File: src/rtl/multi_byte_add_pkg.sv
// multi_byte_add_pkg
// Shared definitions for the multi-byte add arbiter slice:
//   state_t     - sequencer states (IDLE, RUN, DONE)
//   BYTE_W      - width of the shared adder slice
//   NBYTES_MIN  - smallest legal operand width in bytes
//   NBYTES_MAX  - largest legal operand width in bytes
package multi_byte_add_pkg;

  typedef enum logic [1:0] {
    IDLE,
    RUN,
    DONE
  } state_t;

  localparam int BYTE_W     = 8;
  localparam int NBYTES_MIN = 1;
  localparam int NBYTES_MAX = 16;

endpackage

File: src/rtl/rca8_slice.sv
// rca8_slice
// Purely combinational 8-bit ripple-carry adder. This is the single shared
// arithmetic slice that the arbiter feeds one byte per cycle.
// Ports:
//   a, b  in  BYTE_W  addend bytes
//   cin   in  1       carry into bit 0
//   sum   out BYTE_W  sum byte
//   cout  out 1       carry out of bit BYTE_W-1
module rca8_slice
  import multi_byte_add_pkg::*;
(
  input  logic [BYTE_W-1:0] a,
  input  logic [BYTE_W-1:0] b,
  input  logic              cin,
  output logic [BYTE_W-1:0] sum,
  output logic              cout
);

  logic [BYTE_W:0] carry;

  assign carry[0] = cin;

  // One full adder per bit; each stage's carry feeds the next stage.
  for (genvar i = 0; i < BYTE_W; i++) begin : g_bit
    assign sum[i]       = a[i] ^ b[i] ^ carry[i];
    assign carry[i + 1] = (a[i] & b[i]) | (carry[i] & (a[i] ^ b[i]));
  end

  assign cout = carry[BYTE_W];

endmodule

File: src/rtl/multi_byte_add_arbiter.sv
// multi_byte_add_arbiter
// Shares one 8-bit ripple-carry slice between two requesters. A granted
// request's 8*NBYTES-bit operands are summed LSB byte first, one byte per
// cycle, with the carry registered between bytes. The result, carry-out and
// owning requester id are returned on a single valid/ready response port.
//
// Optional feature macro: MULTI_ADD_SUB_EN
//   defined   - reqN_sub=1 computes a - b (b inverted, byte-0 carry-in 1,
//               rsp_cout=1 means no borrow)
//   undefined - reqN_sub is ignored; add only
//
// Ports:
//   clk, rst_n                   clock, async active-low reset
//   reqN_valid / reqN_ready      request handshake, N = 0, 1
//   reqN_a, reqN_b               8*NBYTES-bit operands
//   reqN_cin                     carry into byte 0
//   reqN_sub                     subtract select (MULTI_ADD_SUB_EN only)
//   rsp_valid / rsp_ready        response handshake
//   rsp_id                       requester owning the response
//   rsp_sum, rsp_cout            result and carry out of the top byte
module multi_byte_add_arbiter
  import multi_byte_add_pkg::*;
#(
  parameter int NBYTES = 4
) (
  input  logic                   clk,
  input  logic                   rst_n,
  input  logic                   req0_valid,
  output logic                   req0_ready,
  input  logic [8*NBYTES-1:0]    req0_a,
  input  logic [8*NBYTES-1:0]    req0_b,
  input  logic                   req0_cin,
  input  logic                   req0_sub,
  input  logic                   req1_valid,
  output logic                   req1_ready,
  input  logic [8*NBYTES-1:0]    req1_a,
  input  logic [8*NBYTES-1:0]    req1_b,
  input  logic                   req1_cin,
  input  logic                   req1_sub,
  output logic                   rsp_valid,
  input  logic                   rsp_ready,
  output logic                   rsp_id,
  output logic [8*NBYTES-1:0]    rsp_sum,
  output logic                   rsp_cout
);

  localparam int W     = BYTE_W * NBYTES;
  localparam int IDX_W = (NBYTES > 1) ? $clog2(NBYTES) : 1;
  localparam logic [IDX_W-1:0] LAST_IDX = IDX_W'(NBYTES - 1);

  // Elaboration-time guard on the operand width.
  if (NBYTES < NBYTES_MIN || NBYTES > NBYTES_MAX) begin : g_bad_nbytes
    $error("multi_byte_add_arbiter: NBYTES out of range");
  end

  state_t            state;
  logic              rr;
  logic [IDX_W-1:0]  idx;
  logic [W-1:0]      a_q;
  logic [W-1:0]      b_q;
  logic              cin_q;
  logic              carry_q;

  logic              grant0;
  logic              grant1;
  logic [BYTE_W-1:0] a_byte;
  logic [BYTE_W-1:0] b_byte;
  logic [BYTE_W-1:0] sum_byte;
  logic              slice_cin;
  logic              slice_cout;

`ifdef MULTI_ADD_SUB_EN
  logic              sub_q;
`else
  logic              sub_unused;
  assign sub_unused = req0_sub ^ req1_sub;
`endif

  // Round-robin arbitration: a lone requester always wins; on contention
  // the requester named by rr wins.
  always_comb begin
    grant0 = req0_valid && (!req1_valid || !rr);
    grant1 = req1_valid && (!req0_valid ||  rr);
  end

  // Readiness is gated by rst_n so nothing can appear accepted during reset.
  assign req0_ready = rst_n && (state == IDLE) && grant0;
  assign req1_ready = rst_n && (state == IDLE) && grant1;

  // Select the current operand bytes and the carry feeding the slice.
  // Byte 0 takes the request's carry-in, later bytes the registered carry.
  always_comb begin
    a_byte    = a_q[idx*BYTE_W +: BYTE_W];
    b_byte    = b_q[idx*BYTE_W +: BYTE_W];
    slice_cin = (idx == '0) ? cin_q : carry_q;
`ifdef MULTI_ADD_SUB_EN
    // Two's-complement subtract: invert b and inject a 1 at byte 0.
    if (sub_q) begin
      b_byte = ~b_byte;
      if (idx == '0) begin
        slice_cin = 1'b1;
      end
    end
`endif
  end

  rca8_slice u_slice (
    .a    (a_byte),
    .b    (b_byte),
    .cin  (slice_cin),
    .sum  (sum_byte),
    .cout (slice_cout)
  );

  // Sequencer: latch a granted request, walk the bytes, then hold the
  // result until the consumer takes it. On entry to DONE the last byte has
  // just been written, and rsp_valid is raised on the following edge.
  always_ff @(posedge clk or negedge rst_n) begin
    if (!rst_n) begin
      state     <= IDLE;
      rr        <= 1'b0;
      idx       <= '0;
      a_q       <= '0;
      b_q       <= '0;
      cin_q     <= 1'b0;
      carry_q   <= 1'b0;
`ifdef MULTI_ADD_SUB_EN
      sub_q     <= 1'b0;
`endif
      rsp_valid <= 1'b0;
      rsp_sum   <= '0;
      rsp_cout  <= 1'b0;
      rsp_id    <= 1'b0;
    end else begin
      case (state)
        IDLE: begin
          if (req0_ready || req1_ready) begin
            a_q    <= req1_ready ? req1_a   : req0_a;
            b_q    <= req1_ready ? req1_b   : req0_b;
            cin_q  <= req1_ready ? req1_cin : req0_cin;
`ifdef MULTI_ADD_SUB_EN
            sub_q  <= req1_ready ? req1_sub : req0_sub;
`endif
            rsp_id <= req1_ready;
            // Priority passes to the requester that was not just served.
            rr     <= ~req1_ready;
            idx    <= '0;
            state  <= RUN;
          end
        end
        RUN: begin
          rsp_sum[idx*BYTE_W +: BYTE_W] <= sum_byte;
          carry_q <= slice_cout;
          if (idx == LAST_IDX) begin
            rsp_cout <= slice_cout;
            idx      <= '0;
            state    <= DONE;
          end else begin
            idx <= idx + 1'b1;
          end
        end
        DONE: begin
          if (!rsp_valid) begin
            rsp_valid <= 1'b1;
          end else if (rsp_ready) begin
            rsp_valid <= 1'b0;
            state     <= IDLE;
          end
        end
        default: begin
          state <= IDLE;
        end
      endcase
    end
  end

endmodule
File: config.mk
export PLATFORM = sky130hd
export DESIGN_NAME = multi_byte_add_arbiter
export DESIGN_NICKNAME = d
export VERILOG_FILES = /design/src/rtl/multi_byte_add_pkg.sv /design/src/rtl/rca8_slice.sv /design/src/rtl/multi_byte_add_arbiter.sv
export SDC_FILE = /design/constraint.sdc
export NUM_CORES = 1
export LEC_CHECK = 0
export ABC_AREA = 1
export CORE_UTILIZATION = 40
export CTS_CLUSTER_DIAMETER = 150
export DETAILED_ROUTE_END_ITERATION = 10
export GPL_ROUTABILITY_DRIVEN = 0
export PLACE_DENSITY = 0.7
export SYNTH_ARGS = -nofsm -noshare
export SYNTH_HDL_FRONTEND = slang
export SYNTH_SLANG_ARGS = --single-unit
File: constraint.sdc
create_clock -name clk -period 12.3 [get_ports clk]
set_clock_uncertainty 0.15 [all_clocks]
set_input_delay 1.23 -clock clk [delete_from_list [all_inputs] [get_ports clk]]
set_output_delay 1.23 -clock clk [all_outputs]
set_load 0.01 [all_outputs]
==> results of run 1 <==
cell type report:
type                       count  area, sq um
clock buffer                  10          229
clock inverter                 6         73.8
fill                        1349         6190
inverter                      22         85.1
multi-input combinational    609         2840
sequential                   106         2650
tap                          180          225
timing repair buffer         176         1750
power groups by stage:
stage	combinational [mW]	sequential (mW)	clock [mW]
after detailed placement	0.994	0.602	0
after global placement	0.972	0.601	0
after floorplan	0.630	0.588	0
final	0.996	0.596	0.298
after CTS	0.998	0.597	0.299
after global routing	1.11	0.614	0.315
state kept, by name, indices dropped and copies added, names as in the netlist:
| register | cells |
|---|---|
| a_q | 32 |
| b_q | 32 |
| carry_q | 1 |
| cin_q | 1 |
| idx | 2 |
| rr | 1 |
| rsp_cout | 1 |
| rsp_id | 1 |
| rsp_sum | 32 |
| rsp_valid | 1 |
| state | 2 |
through the flow:
step / hold slack (ps) / setup slack (ps) / power (mW)
after CTS: 330 / 6910 / 1.89
after global placement: 310 / 7010 / 1.57
final: 331 / 6890 / 1.89
after global routing: 350 / 6570 / 2.04
after detailed placement: 312 / 6940 / 1.60
after floorplan: 294 / 7370 / 1.22
layout by cell type, fill, tap and decap left out, types with 2 or more instances in the layout:
cell type / count
nand2_1: 363
clkdlybuf4s50_1: 170
dfrtp_1: 106
nand3_1: 81
o21ai_0: 77
nor2_1: 38
inv_1: 18
o22a_1: 12
clkbuf_16: 9
fa_1: 8
o31ai_1: 6
ha_1: 6
buf_4: 6
nor2_4: 5
o22ai_1: 4
nand4_1: 4
inv_2: 3
clkinvlp_4: 2
kinds of logic (layout without fill, tap and decap cells):
logic type,after synthesis,count (layout),synth area share [%]
buf+inv,71,214,5.84
fa+ha+maj,14,14,4.05
flops,106,106,45.7
simple gates,494,494,34.5
compound gates,100,100,9.78
mux,1,1,0.172
worst register-to-register path: stages, from the launching register on:
cell,delay (ps)
dfrtp_1,680
inv_1,440
ha_1,410
mux2i_1,160
fa_1,390
fa_1,390
fa_1,390
fa_1,360
inv_1,70
fa_1,150
inv_1,50
fa_1,380
fa_1,430
inv_1,90
fa_1,470
nand3_1,150
o21ai_0,110
per-layer routing:
layer / wire length [um] / GRT usage [%] / up-vias
li1: - / - / 2801
met1: 7040 / 29.7 / 2614
met2: 7690 / 36.4 / 136
met3: 675 / 2.79 / 16
met4: 188 / 5.11 / 0
met5: 0 / 0 / -
path summary, 6_finish.rpt:
check,endpoint,startpoint
worst max register to register,rsp_sum[15],idx[1]
worst max-delay path,rsp_sum[15],idx[1]
worst min register to register,b_q[11],b_q[11]
max in group asynchronous,a_q[14],rst_n
min in group asynchronous,rr,rst_n
worst min-delay path,b_q[11],b_q[11]
==> metrics.csv, run 1 <==
stage,metric,value,unit
cts,Post-CTS Resized,0,
global_route,"Remaining Overflow, GRT",0,
worst_setup_path,"Data required, critical path",12370,ps
cts,CTS Sinks,106,
floorplanning,Initial Util,41.4,%
floorplanning,Vert. Die Dim,123,um
cts,clock root cell,clkbuf_16,
job,Max-cap violations,0,
worst_setup_path,crit-path max cell delay,680,ps
global_route,Total GRT Usage,21.7,%
floorplanning,Die X,123,um
floorplanning,total die area,15000,sq um
worst_setup_path,cell count along the critical path,16,
power_and_ir_drop,NetSw,0.846,mW
timing,setup total negative slack,0,ps
synthesis,Seq cells post-synth,106,
detailed_routing,Antenna Nets Post-Route,0,
synthesis,"Async S/R FF share, synth",100,%
worst_setup_path,Worst Path Max Fanout,21,
global_route,first-pass GRT wire length,25.7,mm
layout,post-layout instance area,7850,sq um
power_and_ir_drop,Comb pwr share,52.7,%
min_path,Hold Path Class,reg2reg,
global_route,initial antenna violation count,0,
layout,Final Util,55.9,%
worst_setup_path,top cell family by delay on the critical path,adder cells,
worst_setup_path,WS Path Type,reg2reg,
layout,share of layout cells above drive strength 1,3.66,%
synthesis,"area leader, netlist",dfrtp_1,
synthesis,cell types occupying the most area after synthesis,"dfrtp_1 (46%), nand2_1 (24%), nand3_1 (7.0%), o21ai_0 (6.6%), buf_2 (2.8%)",
synthesis,cell with the most instances after synthesis,nand2_1,
floorplanning,row count,43,
timing,RSZ-0062 raised after global routing,no,
synthesis,Yosys cell types,24,
placement,placed inst area,7550,sq um
timing,max_slew headroom,21.6,%
worst_setup_path,CP Data Arrival Time,5480,ps
layout,area delta synth->final,35.1,%
synthesis,post-synthesis cell area,5810,sq um
synthesis,register area share after synthesis,45.7,%
cts,CTS tree,built,
timing,Final period util,44.0,%
synthesis,number of flops mapped to enable cells by yosys,0,
power_and_ir_drop,P per Cell Area,241,nW/um^2
cts,Num CTS Buffers,9,
power_and_ir_drop,Sw Ratio,44.8,%
synthesis,Mean Syn Cell Area,7.39,sq um
cts,H-tree levels,3,
cts,Post-CTS Setup Bufs,0,
placement,DP HPWL,11.1,mm
cts,hold_buf cts,0,
layout,final layout net count,1075,
timing,slew at the pin closest to its max-slew limit,1180,ps
timing,fin crit period,5410,ps
worst_setup_path,CP Capture Type,register,
worst_setup_path,Worst R2R Path Depth,16,
worst_setup_path,crit path max-delay cell type,dfrtp_1,
global_route,largest net degree at the start of global routing,70,
placement,PortBufs,171,
synthesis,Post-Synthesis Cells,786,
detailed_routing,WL/cell,14.1,um
global_route,vias in the first global route,5291,
cts,worst-case clock buffer depth,2,
status,status,completed,
power_and_ir_drop,peak supply drop,0.125,mV
detailed_routing,residual DRC count,0,
worst_setup_path,critical-path cell list,"inv_1, ha_1, mux2i_1, fa_1, fa_1, fa_1, fa_1, inv_1, fa_1, inv_1, fa_1, fa_1, inv_1, fa_1, nand3_1, o21ai_0",
worst_setup_path,cell mode on critical path,fa_1,
worst_setup_path,R2R Setup Slk,6890,ps
floorplanning,# IOs,174,
synthesis,post-synth top area share,45.7,%
floorplanning,core area,14000,sq um
timing,final hold violation count,0,
power_and_ir_drop,sequential share of power,31.5,%
timing,Slew Limit Fails,0,
synthesis,Syn Nets,937,
detailed_routing,total iterations of the first detailed-routing run,5,
cts,Skew-Pair Late Insertion Delay,350,ps
detailed_routing,Initial DRC Count,480,
timing,FMAX,0.185,GHz
power_and_ir_drop,Pleak,3.86,nW
power_and_ir_drop,internal power,1.04,mW
synthesis,prevailing post-synth register cell,dfrtp_1,
min_path,Hold Path Depth,2,
layout,post-route insts no fill,1109,
placement,DP Cell Count,1093,
worst_setup_path,Startpoint Class,register,
detailed_routing,routed vias/inst,5.02,
detailed_routing,total wire length,15.6,mm
synthesis,Synth Warn #,0,
worst_setup_path,WP buf/inv,4,
detailed_routing,via count,5567,
synthesis,synth cell count leaders,"nand2_1 (364), dfrtp_1 (106), nand3_1 (81)",
layout,ANT cells,0,
cts,Worst-path clk slew,80,ps
timing,# setup viols final,0,
power_and_ir_drop,clock share of power,15.8,%
Power figures use the tool's default switching activity.
==> inputs of run 2 (changes only) <==
--- a/config.mk
+++ b/config.mk
@@ -10,7 +10,7 @@
 export CTS_CLUSTER_DIAMETER = 150
 export DETAILED_ROUTE_END_ITERATION = 10
 export GPL_ROUTABILITY_DRIVEN = 0
-export PLACE_DENSITY = 0.7
+export PLACE_DENSITY = 0.72
 export SYNTH_ARGS = -nofsm -noshare
 export SYNTH_HDL_FRONTEND = slang
 export SYNTH_SLANG_ARGS = --single-unit
==> constraint.sdc (replaced) <==
create_clock -name clk -period 4.5 [get_ports clk]
set_clock_uncertainty 0.15 [all_clocks]
set_input_delay 0.45 -clock clk [delete_from_list [all_inputs] [get_ports clk]]
set_output_delay 0.45 -clock clk [all_outputs]
set_load 0.01 [all_outputs]
==> run 2 against run 1 <==
Die area did not move; first-iteration DRC count rose by 4.4%; fmax rose by 24%; global-route usage barely moved.
==> metrics.csv, run 2 (synthesis results as in run 1) <==
stage,metric,value,unit,change
min_path,Hold Path Class,reg2reg,,
detailed_routing,total iterations of the first detailed-routing run,5,,unchanged
timing,worst setup margin,146,ps,-6740 ps
worst_setup_path,cell count along the critical path,16,,unchanged
detailed_routing,total wire length,16.0,mm,+2.3%
status,status,completed,,
placement,PortBufs,171,,unchanged
worst_setup_path,Worst Path Max Fanout,7,,-67%
layout,"commonest non-fill, non-tap cell in the layout",nand2_1,,
worst_setup_path,reg-to-reg endpoint,rsp_sum[15],,
power_and_ir_drop,P per Cell Area,668,nW/um^2,+180%
layout,ANT cells,0,,unchanged
power_and_ir_drop,clock share of power,16.0,%,+0.2 points
power_and_ir_drop,peak supply drop,0.387,mV,+210%
floorplanning,total die area,15000,sq um,unchanged
worst_setup_path,WS Path Type,reg2reg,,
worst_setup_path,critical-path cell list,"clkinv_4, ha_2, mux2i_1, fa_2, fa_2, fa_2, fa_1, inv_1, fa_1, inv_1, fa_1, fa_2, inv_2, fa_2, nand3_2, o21ai_0",,
global_route,first-pass GRT wire length,25.6,mm,-0.46%
layout,"commonest cells after routing, fill and taps aside","nand2_1 (363), clkdlybuf4s50_1 (170), dfrtp_1 (104)",,
floorplanning,core area,14000,sq um,unchanged
layout,post-route insts no fill,1126,,+1.5%
global_route,vias in the first global route,5312,,+0.40%
detailed_routing,residual DRC count,0,,unchanged
cts,Num CTS Buffers,9,,unchanged
global_route,initial antenna violation count,0,,unchanged
worst_setup_path,WP buf/inv,4,,unchanged
timing,Slew Limit Fails,0,,unchanged
worst_setup_path,CP Data Arrival Time,4430,ps,-1050 ps
worst_setup_path,crit-path max cell delay,480,ps,-200 ps
timing,slew at the pin closest to its max-slew limit,1180,ps,+7.78 ps
floorplanning,Vert. Die Dim,123,um,unchanged
cts,Skew-Pair Late Insertion Delay,350,ps,about the same
worst_setup_path,Startpoint Class,register,,
timing,FMAX,0.230,GHz,+24%
placement,DP HPWL,11.4,mm,+2.9%
floorplanning,Initial Util,41.4,%,unchanged
job,Max-cap violations,0,,unchanged
detailed_routing,via count,5662,,+1.7%
floorplanning,row count,43,,unchanged
cts,Worst-path clk slew,80,ps,about the same
layout,share of layout cells above drive strength 1,6.66,%,+3.0 points
placement,dpl ws,35.8,ps,-6900 ps
worst_setup_path,crit path max-delay cell type,dfrtp_2,,
power_and_ir_drop,NetSw,2.34,mW,+180%
timing,max_slew headroom,21.1,%,-0.52 points
worst_setup_path,CP Capture Type,register,,
cts,H-tree levels,3,,unchanged
worst_setup_path,Reg-to-Reg Start,idx[0],,
worst_setup_path,worst setup path end,rsp_sum[15],,
cts,worst-case clock buffer depth,2,,unchanged
global_route,Total GRT Usage,21.7,%,about the same
power_and_ir_drop,Sw Ratio,43.6,%,-1.2 points
cts,CTS Sinks,106,,unchanged
cts,clock root cell,clkbuf_16,,
cts,CTS tree,built,,
placement,placed inst area,7620,sq um,+1.0%
floorplanning,# IOs,174,,unchanged
global_route,grt met1 use,28.7,%,-1.0 points
layout,post-layout instance area,8040,sq um,+2.4%
placement,DP Cell Count,1102,,+0.82%
power_and_ir_drop,internal power,3.03,mW,+190%
detailed_routing,Antenna Nets Post-Route,0,,unchanged
power_and_ir_drop,Comb pwr share,53.3,%,+0.6 points
global_route,"Remaining Overflow, GRT",0,,unchanged
timing,Final period util,96.8,%,+53 points
timing,# setup viols final,0,,unchanged
global_route,routing usage on met3,3.58,%,+0.79 points
worst_setup_path,Worst R2R Path Depth,16,,unchanged
worst_setup_path,CP startpoint,idx[0],,
worst_setup_path,top cell family by delay on the critical path,adder cells,,
worst_setup_path,"Data required, critical path",4570,ps,-7800 ps
detailed_routing,WL/cell,14.2,um,+0.80%
timing,final hold violation count,0,,unchanged
power_and_ir_drop,Pleak,3.95,nW,+2.3%
worst_setup_path,R2R Setup Slk,150,ps,-6740 ps
power_and_ir_drop,sequential share of power,30.7,%,-0.8 points
timing,worst hold margin,326,ps,-5.02 ps
layout,largest registers,"a_q (32), b_q (32), rsp_sum (32)",,
timing,fin crit period,4350,ps,-1060 ps
global_route,largest net degree at the start of global routing,70,,unchanged
detailed_routing,routed vias/inst,5.03,,+0.17%
global_route,met2 Usage GRT,36.2,%,-0.21 points
layout,area delta synth->final,38.4,%,
detailed_routing,Initial DRC Count,501,,+4.4%
global_route,GRT busiest layer,met2,,
layout,final layout net count,1092,,+1.6%
worst_setup_path,cell mode on critical path,fa_2,,
floorplanning,Die X,123,um,unchanged
## run 2: cell count changes in the layout (fill, tap and decap cells not counted), moves of 2 or more
cell | before | now
inv_6 | 1 | 3
inv_2 | 3 | 5
clkinv_2 | 0 | 2
buf_4 | 6 | 19
fa_2 | 0 | 5
dfrtp_2 | 0 | 2
dfrtp_1 | 106 | 104
fa_1 | 8 | 3
inv_1 | 18 | 15
## run 2: power by group through the flow
stage	registers (mW)	clock network (mW)	logic [mW]
final	1.65	0.860	2.86
after global placement	1.65	0	2.70
after CTS	1.64	0.865	2.78
after floorplan	1.61	0	1.77
after global routing	1.68	0.903	3.20
after detailed placement	1.65	0	2.75
## run 2: through the flow
step                power [mW]  TNS (ps)  utilization [%]
floorplan                 3.38         0                -
global placement          4.35         0             54.3
detailed placement        4.41         0             54.3
CTS                       5.28         0             56.7
global route              5.78    -0.754             57.2
finish                    5.37         0             57.2
## run 2: area by class of cell
cell class,instances,area [sq um]
clock buffer,9,225
inverter,22,90.1
tap,180,225
fill,1307,6000
timing repair inverter,1,5.00
timing repair buffer,192,1880
clock inverter,7,98.8
multi-input combinational,609,2860
sequential,106,2660
## run 2: layer usage
metal | vias to the layer above | share of wire [%]
li1 | 2843 | -
met1 | 2637 | 45
met2 | 160 | 49
met3 | 22 | 4.6
met4 | 0 | 2.0
met5 | - | 0
## run 2: repair_timing
item | in CTS | in global routing
endpoints found under the setup margin | 0 | 4
buffers inserted | 0 | 6
gates resized for setup | 0 | 13
hold buffers | 1 | 0
hold endpoints to repair | 37 | 0
## run 2: worst min path at each step
stage / start / end / cells after the start
2_1_floorplan: rst_n / a_q[0] / 0
3_3_place_gp: rst_n / rsp_valid / 1
3_5_place_dp: rst_n / rsp_valid / 1
4_1_cts: b_q[13] / b_q[13] / 2
5_1_grt: b_q[16] / b_q[16] / 2
6_report: b_q[13] / b_q[13] / 2
## run 2: worst min-delay path, stage by stage, from the launching register on
cell     delay [ps]
dfrtp_1         340
nand2_1          50
nand2_1          50
==> inputs of run 3 (changes only) <==
--- a/config.mk
+++ b/config.mk
@@ -11,6 +11,7 @@
 export DETAILED_ROUTE_END_ITERATION = 10
 export GPL_ROUTABILITY_DRIVEN = 0
 export PLACE_DENSITY = 0.72
+export REMOVE_ABC_BUFFERS = 1
 export SYNTH_ARGS = -nofsm -noshare
 export SYNTH_HDL_FRONTEND = slang
 export SYNTH_SLANG_ARGS = --single-unit
==> run 3 against run 2 <==
The flow now finishes with violations (hold timing); die area did not move; fmax rose by 1.3%; design area fell by 1.3%; clock power is 6.4% lower; worst setup slack better by 58 ps; hold slack got worse by 360 ps; core utilization down 0.77 points; wire length shrank 4.2%; sequential power fell by 2%; critical path depth unchanged; register-to-register slack improved by 60 ps; largest cell class unchanged; largest power group unchanged.
==> metrics.csv, run 3 (synthesis results as in run 1) <==
stage,metric,value,unit,change
layout,ANT cells,0,,unchanged
global_route,Total GRT Usage,21.3,%,-0.40 points
worst_setup_path,"Data required, critical path",4560,ps,about the same
cts,Num CTS Buffers,9,,unchanged
layout,Final Util,56.5,%,-0.77 points
detailed_routing,Antenna Nets Post-Route,0,,unchanged
status,failing checks,hold timing,,
floorplanning,Vert. Die Dim,123,um,unchanged
timing,final hold violation count,37,,+37
timing,Final period util,95.5,%,-1.3 points
cts,Skew-Pair Late Insertion Delay,350,ps,about the same
cts,clock root cell,clkbuf_16,,
worst_setup_path,CP Capture Type,register,,
floorplanning,# IOs,174,,unchanged
worst_setup_path,CP Data Arrival Time,4360,ps,-70 ps
layout,"commonest non-fill, non-tap cell in the layout",nand2_1,,
placement,DP HPWL,10.5,mm,-7.6%
global_route,vias in the first global route,5273,,-0.73%
timing,# setup viols final,0,,unchanged
detailed_routing,Initial DRC Count,390,,-22%
worst_setup_path,R2R Setup Slk,200,ps,+60 ps
cts,H-tree levels,3,,unchanged
floorplanning,total die area,15000,sq um,unchanged
detailed_routing,via count,5587,,-1.3%
floorplanning,Initial Util,41.4,%,unchanged
worst_setup_path,WS Path Type,reg2reg,,
cts,Worst-path clk slew,70,ps,about the same
worst_setup_path,critical-path cell list,"buf_6, o21ai_0, o22a_1, fa_2, fa_2, fa_2, fa_2, inv_2, fa_1, inv_1, fa_2, fa_2, inv_1, fa_2, nand3_2, o21ai_0",,
detailed_routing,total wire length,15.3,mm,-4.2%
timing,fin crit period,4300,ps,-57.8 ps
timing,worst hold margin,-33.2,ps,-359 ps
layout,layout filler cell count,1364,,+4.4%
worst_setup_path,Reg-to-Reg Start,idx[0],,
detailed_routing,routed vias/inst,5.01,,-0.44%
placement,placed inst area,7590,sq um,-0.41%
worst_setup_path,cell mode on critical path,fa_2,,
cts,worst-case clock buffer depth,2,,unchanged
cts,CTS tree,built,,
floorplanning,Die X,123,um,unchanged
placement,PortBufs,171,,unchanged
worst_setup_path,Worst Path Max Fanout,7,,unchanged
min_path,Hold Path Class,in2async,,
status,status,finished with violations,,
timing,slew at the pin closest to its max-slew limit,1210,ps,+30.4 ps
detailed_routing,residual DRC count,0,,unchanged
detailed_routing,WL/cell,13.7,um,-3.3%
layout,final layout net count,1082,,-0.92%
floorplanning,row count,43,,unchanged
power_and_ir_drop,P per Cell Area,648,nW/um^2,-2.9%
cts,hold_buf cts,0,,-1
global_route,initial antenna violation count,0,,unchanged
global_route,"Remaining Overflow, GRT",0,,unchanged
layout,"commonest cells after routing, fill and taps aside","nand2_1 (363), clkdlybuf4s50_1 (170), dfrtp_1 (106)",,
global_route,largest net degree at the start of global routing,69,,-1.4%
worst_setup_path,Startpoint Class,register,,
global_route,first-pass GRT wire length,25.5,mm,-0.24%
job,Max-cap violations,0,,unchanged
worst_setup_path,crit-path max cell delay,460,ps,-20 ps
timing,RSZ-0062 raised after global routing,no,,
layout,largest registers,"a_q (32), b_q (32), rsp_sum (32)",,
worst_setup_path,Worst R2R Path Depth,16,,unchanged
layout,area delta synth->final,36.5,%,
timing,FMAX,0.233,GHz,+1.3%
power_and_ir_drop,peak supply drop,0.301,mV,-22%
detailed_routing,total iterations of the first detailed-routing run,7,,+2
timing,max_slew headroom,19.0,%,-2.0 points
worst_setup_path,reg-to-reg endpoint,rsp_sum[15],,
layout,share of layout cells above drive strength 1,5.66,%,-1.0 points
floorplanning,core area,14000,sq um,unchanged
layout,post-layout instance area,7930,sq um,-1.3%
timing,Slew Limit Fails,0,,unchanged
cts,CTS Sinks,106,,unchanged
power_and_ir_drop,Pleak,3.90,nW,-1.3%
worst_setup_path,crit path max-delay cell type,fa_2,,
run 3: cell count changes in the layout (fill, tap and decap cells not counted), sizes merged:
cell / change
buf: -8
bufinv: -1
clkinvlp: -1
dlygate4sd3: -1
inv: +1
run 3: per-stage QoR:
stage / cells / power, mW / hold slack, ps / TNS [ps] / worst slack (ps)
after global routing: 1116 / 5.63 / 34.8 / 0 / 21.4
final: 1116 / 5.14 / -33.2 / 0 / 203
after global placement: 1099 / 4.21 / 307 / -39.3 / -20.8
after CTS: 1115 / 5.13 / 1.22 / 0 / 35.7
after detailed placement: 1099 / 4.28 / 311 / -169 / -92.0
after floorplan: 737 / 3.22 / 4.41 / -48380 / -1050
run 3: layout make-up:
cell class | count | area, sq um | share of cell area [%]
Sequential cell | 106 | 2650 | 33.4
Multi-Input combinational cell | 609 | 2860 | 36.1
Timing Repair Buffer | 183 | 1810 | 22.8
Tap cell | 180 | 225 | 2.84
Clock inverter | 7 | 75.1 | 0.947
Inverter | 22 | 85.1 | 1.07
Clock buffer | 9 | 225 | 2.84
run 3: how the worst max path moves through the flow:
stage          depth (start not counted)  startpoint          end  slack (ps)
2_1_floorplan                         16      idx[0]  rsp_sum[15]       -1050
6_report                              16      idx[0]  rsp_sum[15]         200
3_3_place_gp                          16      idx[1]  rsp_sum[15]         -20
5_1_grt                               16      idx[0]  rsp_sum[15]          20
3_5_place_dp                          16      idx[1]  rsp_sum[15]         -90
4_1_cts                               16      idx[0]  rsp_sum[15]          40
run 3: worst max-delay path: cells and delay by family (launching register included):
family	cells	cell delay [ps]
AOI/OAI and AO/OA	3	430
and+or+nand+nor	1	100
adders and majority gates	8	2740
buffers and inverters	4	350
DFF	1	390
run 3: layer usage:
metal / global-route usage [%] / up-vias / wire length, um
li1: - / 2821 / -
met1: 29.9 / 2558 / 7040
met2: 34.7 / 187 / 7290
met3: 2.18 / 21 / 705
met4: 6.40 / 0 / 250
met5: 0 / - / 0
run 3: timing repair:
item	CTS	global route
setup buffers	0	1
pin swaps	1	4
gates cloned	0	0
setup endpoints to repair	3	4
gates resized for setup	4	9
run 3: power by group:
group | switching [mW] | leakage (nW) | internal [mW]
logic | 1.62 | 2.38 | 1.10
registers | 0.247 | 1.36 | 1.37
clock network | 0.368 | 0.151 | 0.437
total | 2.24 | 3.90 | 2.91
